<file path="config.mk">
export PLATFORM = sky130hd
export DESIGN_NAME = tag_free_list
export DESIGN_NICKNAME = d
export VERILOG_FILES = /design/src/rtl/tag_fl_pkg.sv /design/src/rtl/tag_fl_storage.sv /design/src/rtl/tag_free_list.sv
export SDC_FILE = /design/constraint.sdc
export NUM_CORES = 1
export LEC_CHECK = 0
export CELL_PAD_IN_SITES_DETAIL_PLACEMENT = 1
export CELL_PAD_IN_SITES_GLOBAL_PLACEMENT = 1
export CORE_AREA = 2 2 213 215
export CTS_BUF_LIST = sky130_fd_sc_hd__clkbuf_16
export CTS_CLUSTER_DIAMETER = 200
export DETAILED_ROUTE_END_ITERATION = 8
export DIE_AREA = 0 0 215 217
export GPL_ROUTABILITY_DRIVEN = 1
export HOLD_SLACK_MARGIN = 0.1
export PLACE_DENSITY_LB_ADDON = 0.1
export SLEW_MARGIN = 20
export SYNTH_ARGS = -nofsm -noshare
export SYNTH_HDL_FRONTEND = slang
export SYNTH_HIERARCHICAL = 1
export SYNTH_SLANG_ARGS = --single-unit
export TNS_END_PERCENT = 30
</file>
<file path="constraint.sdc">
create_clock -name clk -period 8.92 [get_ports clk]
set_clock_uncertainty 0.2 [all_clocks]
set_input_delay 0.892 -clock clk [delete_from_list [all_inputs] [get_ports clk]]
set_output_delay 0.892 -clock clk [all_outputs]
set_load 0.02 [all_outputs]
</file>
<file path="src/rtl/tag_fl_pkg.sv">
// Shared defaults and helpers for the rename-stage free-tag list.
// Optional feature macro: TAG_FL_BYPASS_EN (return-to-allocate bypass when empty).
package tag_fl_pkg;

   localparam int unsigned TAG_WIDTH_DEF = 6;
   localparam int unsigned NUM_RET_DEF   = 2;
   localparam int unsigned DEPTH         = 2 ** TAG_WIDTH_DEF;
   localparam int unsigned PTR_W         = TAG_WIDTH_DEF + 1;

   // Number of returns that fit; vld is the (up to) two-channel valid vector.
   // When only one slot is free the lower valid channel keeps it.
   function automatic logic [1:0] fl_accept_cnt(input logic [1:0] vld, input int unsigned free);
      logic [1:0] n;
      n = 2'(vld[0]) + 2'(vld[1]);
      if (free < 32'(n)) n = free[1:0];
      return n;
   endfunction

endpackage

</file>
<file path="src/rtl/tag_fl_storage.sv">
// Tag storage for the free list: two write ports, one asynchronous read port,
// synchronous reinitialisation to identity contents (entry i holds tag i).
module tag_fl_storage
   import tag_fl_pkg::*;
#(
   parameter int unsigned TAG_WIDTH = TAG_WIDTH_DEF
) (
   input  logic                 clk,
   input  logic                 i_init,
   input  logic                 i_we0,
   input  logic [TAG_WIDTH-1:0] i_waddr0,
   input  logic [TAG_WIDTH-1:0] i_wdata0,
   input  logic                 i_we1,
   input  logic [TAG_WIDTH-1:0] i_waddr1,
   input  logic [TAG_WIDTH-1:0] i_wdata1,
   input  logic [TAG_WIDTH-1:0] i_raddr,
   output logic [TAG_WIDTH-1:0] o_rdata
);

   localparam int unsigned NUM_ENT = 2 ** TAG_WIDTH;

   logic [TAG_WIDTH-1:0] r_mem [NUM_ENT];

   // Identity fill on init, otherwise up to two writes (addresses never collide).
   always_ff @(posedge clk) begin
      if (i_init) begin
         for (int unsigned i = 0; i < NUM_ENT; i++) begin
            r_mem[i] <= TAG_WIDTH'(i);
         end
      end else begin
         if (i_we0) r_mem[i_waddr0] <= i_wdata0;
         if (i_we1) r_mem[i_waddr1] <= i_wdata1;
      end
   end

   assign o_rdata = r_mem[i_raddr];

endmodule

</file>
<file path="src/rtl/tag_free_list.sv">
// Free-tag list for rename: one allocation per cycle, up to NUM_RET returns per
// cycle, occupancy/full/empty flags, sticky error and single-level checkpoint of RP.
// Optional feature macro: TAG_FL_BYPASS_EN -- when empty, a channel-0 return is
// handed straight to an allocation in the same cycle.
module tag_free_list
   import tag_fl_pkg::*;
#(
   parameter int unsigned TAG_WIDTH = TAG_WIDTH_DEF,
   parameter int unsigned NUM_RET   = NUM_RET_DEF
) (
   input  logic                         clk,
   input  logic                         reset,
   input  logic                         flush,
   input  logic [NUM_RET*TAG_WIDTH-1:0] cdb_tag_tf,
   input  logic [NUM_RET-1:0]           cdb_tag_tf_valid,
   input  logic                         ren_tf,
   output logic [TAG_WIDTH-1:0]         tagout_tf,
   output logic                         ef_tf,
   output logic                         ff_tf,
   output logic [TAG_WIDTH:0]           count_tf,
   input  logic                         ckpt_take,
   input  logic                         ckpt_restore,
   output logic                         err_tf
);

   localparam int unsigned NUM_ENT = 2 ** TAG_WIDTH;
   localparam int unsigned PW      = TAG_WIDTH + 1;

   logic [PW-1:0]        r_rp;
   logic [PW-1:0]        r_wp;
   logic [PW-1:0]        r_ckpt;
   logic                 r_err;

   logic [1:0]           w_vld2;
   logic [TAG_WIDTH-1:0] w_tag0;
   logic [TAG_WIDTH-1:0] w_tag1;
   logic [1:0]           w_acc_vld;
   logic [1:0]           w_n;
   int unsigned          w_free;
   logic                 w_empty;
   logic [PW-1:0]        w_count;
   logic                 w_bypass;
   logic                 w_alloc;
   logic                 w_underflow;
   logic                 w_overflow;
   logic                 w_illegal;
   logic [PW-1:0]        w_wp_next;
   logic [PW-1:0]        w_rp_next;
   logic [PW-1:0]        w_ckpt_next;
   logic [PW-1:0]        w_ckpt_dist;
   logic                 w_init;
   logic                 w_we0;
   logic                 w_we1;
   logic [TAG_WIDTH-1:0] w_wd0;
   logic [TAG_WIDTH-1:0] w_rdata;

   // Normalise the return channels to a two-wide view (channel 1 absent when NUM_RET=1).
   always_comb begin
      w_vld2    = '0;
      w_tag0    = cdb_tag_tf[TAG_WIDTH-1:0];
      w_tag1    = '0;
      w_vld2[0] = cdb_tag_tf_valid[0];
      if (NUM_RET > 1) begin
         w_vld2[1] = cdb_tag_tf_valid[NUM_RET-1];
         w_tag1    = cdb_tag_tf[(NUM_RET-1)*TAG_WIDTH +: TAG_WIDTH];
      end
   end

   assign w_empty = (r_wp == r_rp);
   assign w_count = r_wp - r_rp;

`ifdef TAG_FL_BYPASS_EN
   assign w_bypass = w_empty & w_vld2[0] & ren_tf & ~ckpt_restore;
`else
   assign w_bypass = 1'b0;
`endif

   // Pointer arithmetic, acceptance limit and error detection.
   always_comb begin
      // A restore cycle never allocates, so the acceptance limit does not depend on it.
      w_alloc     = ren_tf & ~w_empty & ~ckpt_restore;
      w_underflow = ren_tf & w_empty & ~ckpt_restore & ~w_bypass;
      w_acc_vld   = {w_vld2[1], w_vld2[0] & ~w_bypass};
      w_free      = NUM_ENT - 32'(w_count) + 32'(w_alloc);
      w_n         = fl_accept_cnt(w_acc_vld, w_free);
      w_overflow  = (w_acc_vld[0] & w_acc_vld[1] & (w_n != 2'd2)) |
                    ((w_acc_vld[0] ^ w_acc_vld[1]) & (w_n == 2'd0));
      w_wp_next   = r_wp + PW'(w_n);
      w_ckpt_dist = w_wp_next - r_ckpt;
      w_illegal   = ckpt_restore & (w_ckpt_dist > PW'(NUM_ENT));
      if (ckpt_restore && !w_illegal) begin
         w_rp_next = r_ckpt;
      end else if (w_alloc) begin
         w_rp_next = r_rp + PW'(1);
      end else begin
         w_rp_next = r_rp;
      end
      w_ckpt_next = (ckpt_take && !ckpt_restore) ? w_rp_next : r_ckpt;
   end

   // Lowest accepted channel lands at WP, the next at WP+1.
   always_comb begin
      w_we0 = (w_n != 2'd0);
      w_we1 = (w_n == 2'd2);
      w_wd0 = w_acc_vld[0] ? w_tag0 : w_tag1;
   end

   // Pointer, checkpoint and sticky-error state; flush keeps the error flag.
   always_ff @(posedge clk) begin
      if (reset) begin
         r_rp   <= '0;
         r_wp   <= PW'(NUM_ENT);
         r_ckpt <= '0;
         r_err  <= 1'b0;
      end else if (flush) begin
         r_rp   <= '0;
         r_wp   <= PW'(NUM_ENT);
         r_ckpt <= '0;
      end else begin
         r_rp   <= w_rp_next;
         r_wp   <= w_wp_next;
         r_ckpt <= w_ckpt_next;
         r_err  <= r_err | w_underflow | w_overflow | w_illegal;
      end
   end

   assign w_init = reset | flush;

   tag_fl_storage #(
      .TAG_WIDTH (TAG_WIDTH)
   ) u_storage (
      .clk      (clk),
      .i_init   (w_init),
      .i_we0    (w_we0),
      .i_waddr0 (r_wp[TAG_WIDTH-1:0]),
      .i_wdata0 (w_wd0),
      .i_we1    (w_we1),
      .i_waddr1 (r_wp[TAG_WIDTH-1:0] + TAG_WIDTH'(1)),
      .i_wdata1 (w_tag1),
      .i_raddr  (r_rp[TAG_WIDTH-1:0]),
      .o_rdata  (w_rdata)
   );

   assign tagout_tf = w_bypass ? w_tag0 : w_rdata;
   assign ef_tf     = w_empty;
   assign ff_tf     = (r_wp[TAG_WIDTH-1:0] == r_rp[TAG_WIDTH-1:0]) &
                      (r_wp[TAG_WIDTH] != r_rp[TAG_WIDTH]);
   assign count_tf  = w_count;
   assign err_tf    = r_err;

endmodule

</file>
=== Word-level counts from Yosys, hierarchy flattened ===
Memories as Yosys holds them, arrays and structs flattened. A register that Yosys moved wholly into a read port is not among the register bits.
Cells that the tools add are included.

* Register bits: 22
* RAM bits: 384
* Input bits: 20
* Output and inout port bits: 16
* Memories kept: 1

* $add $sub $neg: 8
* $lt $le $gt $ge: 2
* Eq/ne operators: 5
* Multiplexer cells: 19
* Bitwise logic cells: 17
* Reduce and logical (&&, ||, !) cells: 9

{| class="wikitable"
|+ Memories
! memory !! words !! width !! rd ports !! clocked after memory_dff !! wr ports !! RTL line !! source
|-
| u_storage.r_mem || 64 || 6 || 1 || 1 || 64 || tag_fl_storage.sv:22 || <nowiki>logic [TAG_WIDTH-1:0] r_mem [NUM_ENT];</nowiki>
|}

{| class="wikitable"
|+ Operators by type and width
! cell !! count
|-
| 6-bit 2-to-1 mux || 6
|-
| 32-bit by 2-bit < comparator with 1-bit output || 1
|-
| 7-bit 2-to-1 mux || 2
|-
| 7-bit subtractor || 2
|-
| 6-bit OR reduction || 2
|-
| 1-bit 2-to-1 mux || 10
|-
| 8-bit by 2-bit adder with 9-bit output || 1
|-
| 1-bit AND || 9
|-
| 7-bit by 7-bit subtractor with 8-bit output (first input constant) || 1
|-
| 7-bit by 1-bit adder with 7-bit output (second input constant) || 1
|-
| 7-bit by 2-bit adder with 7-bit output || 1
|-
| 7-bit equality test || 1
|-
| 7-bit > comparator (second input constant) || 1
|-
| 6-bit by 1-bit adder with 6-bit output (second input constant) || 1
|-
| 6-bit equality test || 1
|-
| 1-bit OR || 5
|-
| 1-bit by 1-bit adder with 2-bit output || 1
|-
| 2-bit equality test (second input constant) || 1
|-
| 1-bit logical AND || 2
|-
| 1-bit zero test || 2
|-
| 2-bit zero test || 1
|-
| 2-bit 2-to-1 mux || 1
|-
| 2-bit != test (second input constant) || 1
|-
| 1-bit NOT || 2
|-
| 4 further kinds || 4
|}

=== Logic depth before layout (Yosys ltp) ===
* Depth after elaboration: 15
* Depth in mapped cells: 31

=== Modules after synthesis ===
The synthesis kept the hierarchy.

{| class="wikitable"
|+ Modules (own cells, without submodules)
! module !! times used !! cells an instance !! area each (µm²)
|-
| tag_fl_storage || 1 || 1,656 || 20,671.1
|-
| tag_free_list || 1 || 266 || 2,245.9
|}

=== Worst setup path after synthesis ===
No wires, ideal clock.

* Path type: reg2reg
* From: reg r_wp[0]
* To: reg r_rp[4]
* Arrival: 6.803 ns
* Required time: 8.593 ns
* Setup slack: 1.789 ns
* Stages on the path, launching flop included: 30
* Period minus slack after synthesis: 7.131 ns
* Path through: dfxtp_1 > inv_1 > ha_1 > nand2_1 > nor4_1 > nor2b_1 > clkbuf_1 > ha_1 > ha_1 > and2_1 > and2_2 > o21bai_2 > nand4_1 > or4b_4 > a31o_4 > mux2_2 > ha_1 > inv_1 > fa_1 > inv_1 > fa_1 > a211oi_1 > o21bai_1 > a21oi_1 > xnor3_1 > o31a_1 > nand2b_1 > clkbuf_1 > mux2i_1 > nor2_1

* Longest elaborated chain between the ends: 14
* Elaborated cells on any way between the ends: 17
* Those cells by class: add/sub (5); order compare (2); eq/ne (1); mux (3); bitwise (4); reduce/logical (2)

{| class="wikitable"
|+ RTL lines
! element !! RTL line !! source
|-
| from (decl) || tag_free_list.sv:30 || <nowiki>logic [PW-1:0] r_wp;</nowiki>
|-
| from (signal assigned) || tag_free_list.sv:112 || <nowiki>r_wp <= PW'(NUM_ENT);</nowiki>
|-
| from (signal assigned) || tag_free_list.sv:117 || <nowiki>r_wp <= PW'(NUM_ENT);</nowiki>
|-
| from (signal assigned) || tag_free_list.sv:121 || <nowiki>r_wp <= w_wp_next;</nowiki>
|-
| 7-bit equality test (*) || tag_free_list.sv:69 || <nowiki>assign w_empty = (r_wp == r_rp);</nowiki>
|-
| named net ef_tf || tag_free_list.sv:18 || <nowiki>output logic ef_tf,</nowiki>
|-
| 1-bit NOT (*) || tag_free_list.sv:81 || <nowiki>w_alloc = ren_tf & ~w_empty & ~ckpt_restore;</nowiki>
|-
| 1-bit AND (*) (2 in series) || tag_free_list.sv:81 ||
|-
| 8-bit by 2-bit adder with 9-bit output (*) || tag_free_list.sv:84 || <nowiki>w_free = NUM_ENT - 32'(w_count) + 32'(w_alloc);</nowiki>
|-
| 32-bit by 2-bit < comparator with 1-bit output || tag_fl_pkg.sv:15 || <nowiki>if (free < 32'(n)) n = free[1:0];</nowiki>
|-
| 2-bit 2-to-1 mux (*) || tag_fl_pkg.sv:15 ||
|-
| 7-bit by 2-bit adder with 7-bit output (*) || tag_free_list.sv:88 || <nowiki>w_wp_next = r_wp + PW'(w_n);</nowiki>
|-
| named net w_wp_next[1] || tag_free_list.sv:47 || <nowiki>logic [PW-1:0] w_wp_next;</nowiki>
|-
| 7-bit subtractor (*) || tag_free_list.sv:89 || <nowiki>w_ckpt_dist = w_wp_next - r_ckpt;</nowiki>
|-
| 7-bit > comparator (*) || tag_free_list.sv:90 || <nowiki>w_illegal = ckpt_restore & (w_ckpt_dist > PW'(NUM_ENT));</nowiki>
|-
| 1-bit AND (*) || tag_free_list.sv:90 ||
|-
| 1-bit zero test (*) || tag_free_list.sv:91 || <nowiki>if (ckpt_restore && !w_illegal) begin</nowiki>
|-
| 1-bit logical AND (*) || tag_free_list.sv:91 ||
|-
| 7-bit 2-to-1 mux (*) || tag_free_list.sv:91 ||
|-
| to (signal assigned) || tag_free_list.sv:120 || <nowiki>r_rp <= w_rp_next;</nowiki>
|-
| to (decl) || tag_free_list.sv:29 || <nowiki>logic [PW-1:0] r_rp;</nowiki>
|}

Mark *: on every way through the listed nets, which the timed path passes. The rest lies on a longest branch.
A chain may end at the register's enable or synchronous reset.

=== Worst setup path after layout ===
* From: reg r_rp[5]
* To: reg r_rp[0]

* Longest elaborated chain between the ends: 14
* Elaborated cells on any way between the ends: 17
* Those cells by class: add/sub (5); order compare (2); eq/ne (1); mux (3); bitwise (4); reduce/logical (2)

{| class="wikitable"
|+ RTL lines
! element !! RTL line
|-
| parallel branches: the longest is 4 deep, another holds 7-bit by 7-bit subtractor with 8-bit output || n/a
|-
| 8-bit by 2-bit adder with 9-bit output (*) || tag_free_list.sv:84
|-
| 32-bit by 2-bit < comparator with 1-bit output || tag_fl_pkg.sv:15
|-
| 2-bit 2-to-1 mux (*) || tag_fl_pkg.sv:15
|-
| 7-bit by 2-bit adder with 7-bit output (*) || tag_free_list.sv:88
|-
| named net w_wp_next[2] || tag_free_list.sv:47
|-
| 7-bit subtractor (*) || tag_free_list.sv:89
|-
| 7-bit > comparator (*) || tag_free_list.sv:90
|-
| 1-bit AND (*) || tag_free_list.sv:90
|-
| 1-bit zero test (*) || tag_free_list.sv:91
|-
| 1-bit logical AND (*) || tag_free_list.sv:91
|-
| 7-bit 2-to-1 mux (*) || tag_free_list.sv:91
|}

Mark *: on every way through the listed nets, which the timed path passes.

==> out/results.ini <==
[layout]
finalNetCount=1919
drive_above_1_share=0.156
syn2layout_area_growth_pct=8.94
utilization=0.559
antenna_cells=0
design_area_um2=25000

[clock_tree]
path_clk_slew_ps=60
clockBufferDepth=3
cts.repair.resized=0
cts.htree.levels=2
cts_setup_buffers=0
cts_made_buffers=46
clock_latency_ps=580
tritoncts=yes
cts-root-buf=clkbuf_16
cts_hold_buffers=0
cts_sinks=406

[setup_path]
crit_required_ps=9190
criticalPathCategory=register to register
critPathCaptureType=register
critPathArrivalTime_ps=8240
critPathLaunchType=register
rr_worst_depth=26
critPathMaxFanout=14

[power_and_ir_drop]
ir_drop_mv=0.131
powerDensity_nw_per_um2=189
leakage_uw=0.00779
finalPower_uw=4710

[detailed_routing]
num_vias=17891
first_iter_violations=2444
ant_nets=0
viasPerCell=7.12
wl_per_cell_um=33.2
drc=0
drt_pass1_iterations=6
wl_mm=83.5

[synth]
synth_ff_type=edfxtp_1
syn-num-nets=1966
synth_top_area_frac=0.503
synth_edf_count=384
synth_area_per_cell_um2=11.9
async_flop_share=0
synth.area.top_cells=edfxtp_1, mux4_2, a22o_1
synthCells=1922
yosysUniqueCellTypes=87
synth_top_area_cell=edfxtp_1
ys_warn_count=6
ys_ff_latch=406
yosysSeqAreaShare=0.522
netlist_area_um2=22900

[grt]
grt_usage=0.359
overflow=0
grt_max_degree=66
grt_pass1_wl_mm=122
grt_antenna_before_repair=3
grt_pass1_vias=18017

[floorplan]
dieArea_um2=46700
row_count=78
core_area_um2=44700
fp.dieH_um=217
io_pins=36
die_x_um=215
initial_utilization=0.513

[run]
maxCapViolCount=0

[worst_hold_path]
hold-path-cell-count=2
min_path_type=register to register

[sta]
slew_violations=0
fmax_mhz=125
hold_ws_ps=330
min_period_ps=7970
period_share=0.894
slew_headroom=0.170
setup_viol=0
tns_ps=0
worst_pin_slew_ps=1240
hold_viol=0
grt_setup_unrepaired=false

[placement]
numPortBuffers=35
place_area_um2=23600
routabilityCongestion=0.890
place_hpwl_mm=51.3

[run_status]
outcome=completed

kinds of logic (layout without fill, tap and decap cells):
| logic type | Yosys count | in the layout | synth area share |
|---|---|---|---|
| multiplexers | 132 | 132 | 0.111 |
| AND/OR/NAND/NOR | 656 | 656 | 0.150 |
| flip-flops | 406 | 406 | 0.522 |
| AO/OA/AOI/OAI | 487 | 487 | 0.155 |
| XOR/XNOR | 22 | 22 | 0.0112 |
| adder cells (fa/ha/maj) | 24 | 24 | 0.0141 |
| buffers and inverters | 195 | 185 | 0.0366 |
worst max-delay path, stage by stage (launching register included):
cell and delay, ps:
dfxtp_1 680, inv_1 180, ha_1 460, nand2_1 140
nor4_1 550, nor2b_1 260, ha_1 280, ha_1 230
and2_1 170, and2_2 200, o21bai_2 100, nand4_1 160
or4b_4 560, a31o_4 290, mux2_2 240, ha_1 160
inv_1 70, fa_1 480, xnor2_1 260, ha_1 300
a211oi_1 270, o21bai_1 110, a21oi_1 220, xnor3_1 360
o31a_1 150, nand2b_1 400, a211oi_1 380
sequential cells by signal (all words and copies together), names as in the netlist:
name and count:
u_storage/r_mem 384, r_wp 7, r_rp 7, err_tf 1
r_ckpt 7
synthesized netlist by cell type, types with 5 or more instances:
library cell / n
edfxtp_1: 384
nor2_1: 303
a22o_1: 186
a21oi_1: 157
clkbuf_1: 117
nand2_1: 106
mux4_2: 96
or3_1: 65
nor3_2: 38
o22a_1: 38
buf_2: 28
inv_1: 26
mux2i_1: 26
nor3_1: 25
dfxtp_1: 22
ha_1: 21
o21ai_0: 19
nand3_1: 15
a2bb2oi_1: 14
nor2b_1: 14
a211oi_1: 13
nor3_4: 13
nand3b_1: 12
nand2b_1: 11
xnor2_1: 10
and2_1: 9
buf_4: 9
mux2_2: 9
o22ai_1: 8
a31oi_1: 7
o221ai_1: 7
clkinv_1: 6
xor2_1: 6
and3b_1: 5
buf_6: 5
or3b_2: 5
power by group:
group,switching (µW),internal (µW)
combinational,469,271
sequential,40.3,2120
clock,799,1010
total,1310,3410
metrics by stage:
stage          instances  worst slack (ps)
5_1_grt             2512               463
2_1_floorplan       1922              1790
6_report            2512               948
4_1_cts             2512               946
3_3_place_gp        2427              1270
3_5_place_dp        2427              1010
layout by cell type, fill, tap and decap left out, drive strengths merged, types with 8 or more instances in the layout:
cell type,count
o21ai,21
dfxtp,22
ha,21
a21oi,157
xnor2,12
nand2b,11
inv,44
mux4,96
nor2b,14
o22a,38
a2bb2oi,14
nor3,76
edfxtp,384
clkinv,24
a22o,186
o22ai,8
nor2,304
mux2i,26
clkbuf,47
a211oi,14
clkdlybuf4s50,29
nand2,111
and2,10
nand3b,13
buf,38
or3,65
mux2,10
nand3,16
per-layer routing:
metal  track usage  wire length, µm  vias to the layer above
met3        0.0710             9260                      256
li1              -                -                     7343
met4         0.163             3990                        6
met2         0.570            38200                     1150
met1         0.480            32000                     9136
met5             0               35                        -
cell type report:
| type | count | area, µm² |
|---|---|---|
| Fill cell | 4547 | 19700 |
| Sequential cell | 406 | 12000 |
| Multi-Input combinational cell | 1321 | 10100 |
| Clock buffer | 47 | 1180 |
| Tap cell | 600 | 751 |
| Timing Repair Buffer | 67 | 561 |
| Clock inverter | 38 | 236 |
| Inverter | 33 | 124 |
path summary, 6_finish.rpt:
path / from / to / slack [ps]
worst min register to register: r_ckpt[6] / r_ckpt[6] / 330
worst max register to register: r_rp[5] / r_rp[0] / 950
worst min-delay path: r_ckpt[6] / r_ckpt[6] / 330
worst max-delay path: r_rp[5] / r_rp[0] / 950
No activity file was read; power rests on OpenSTA's default activity.
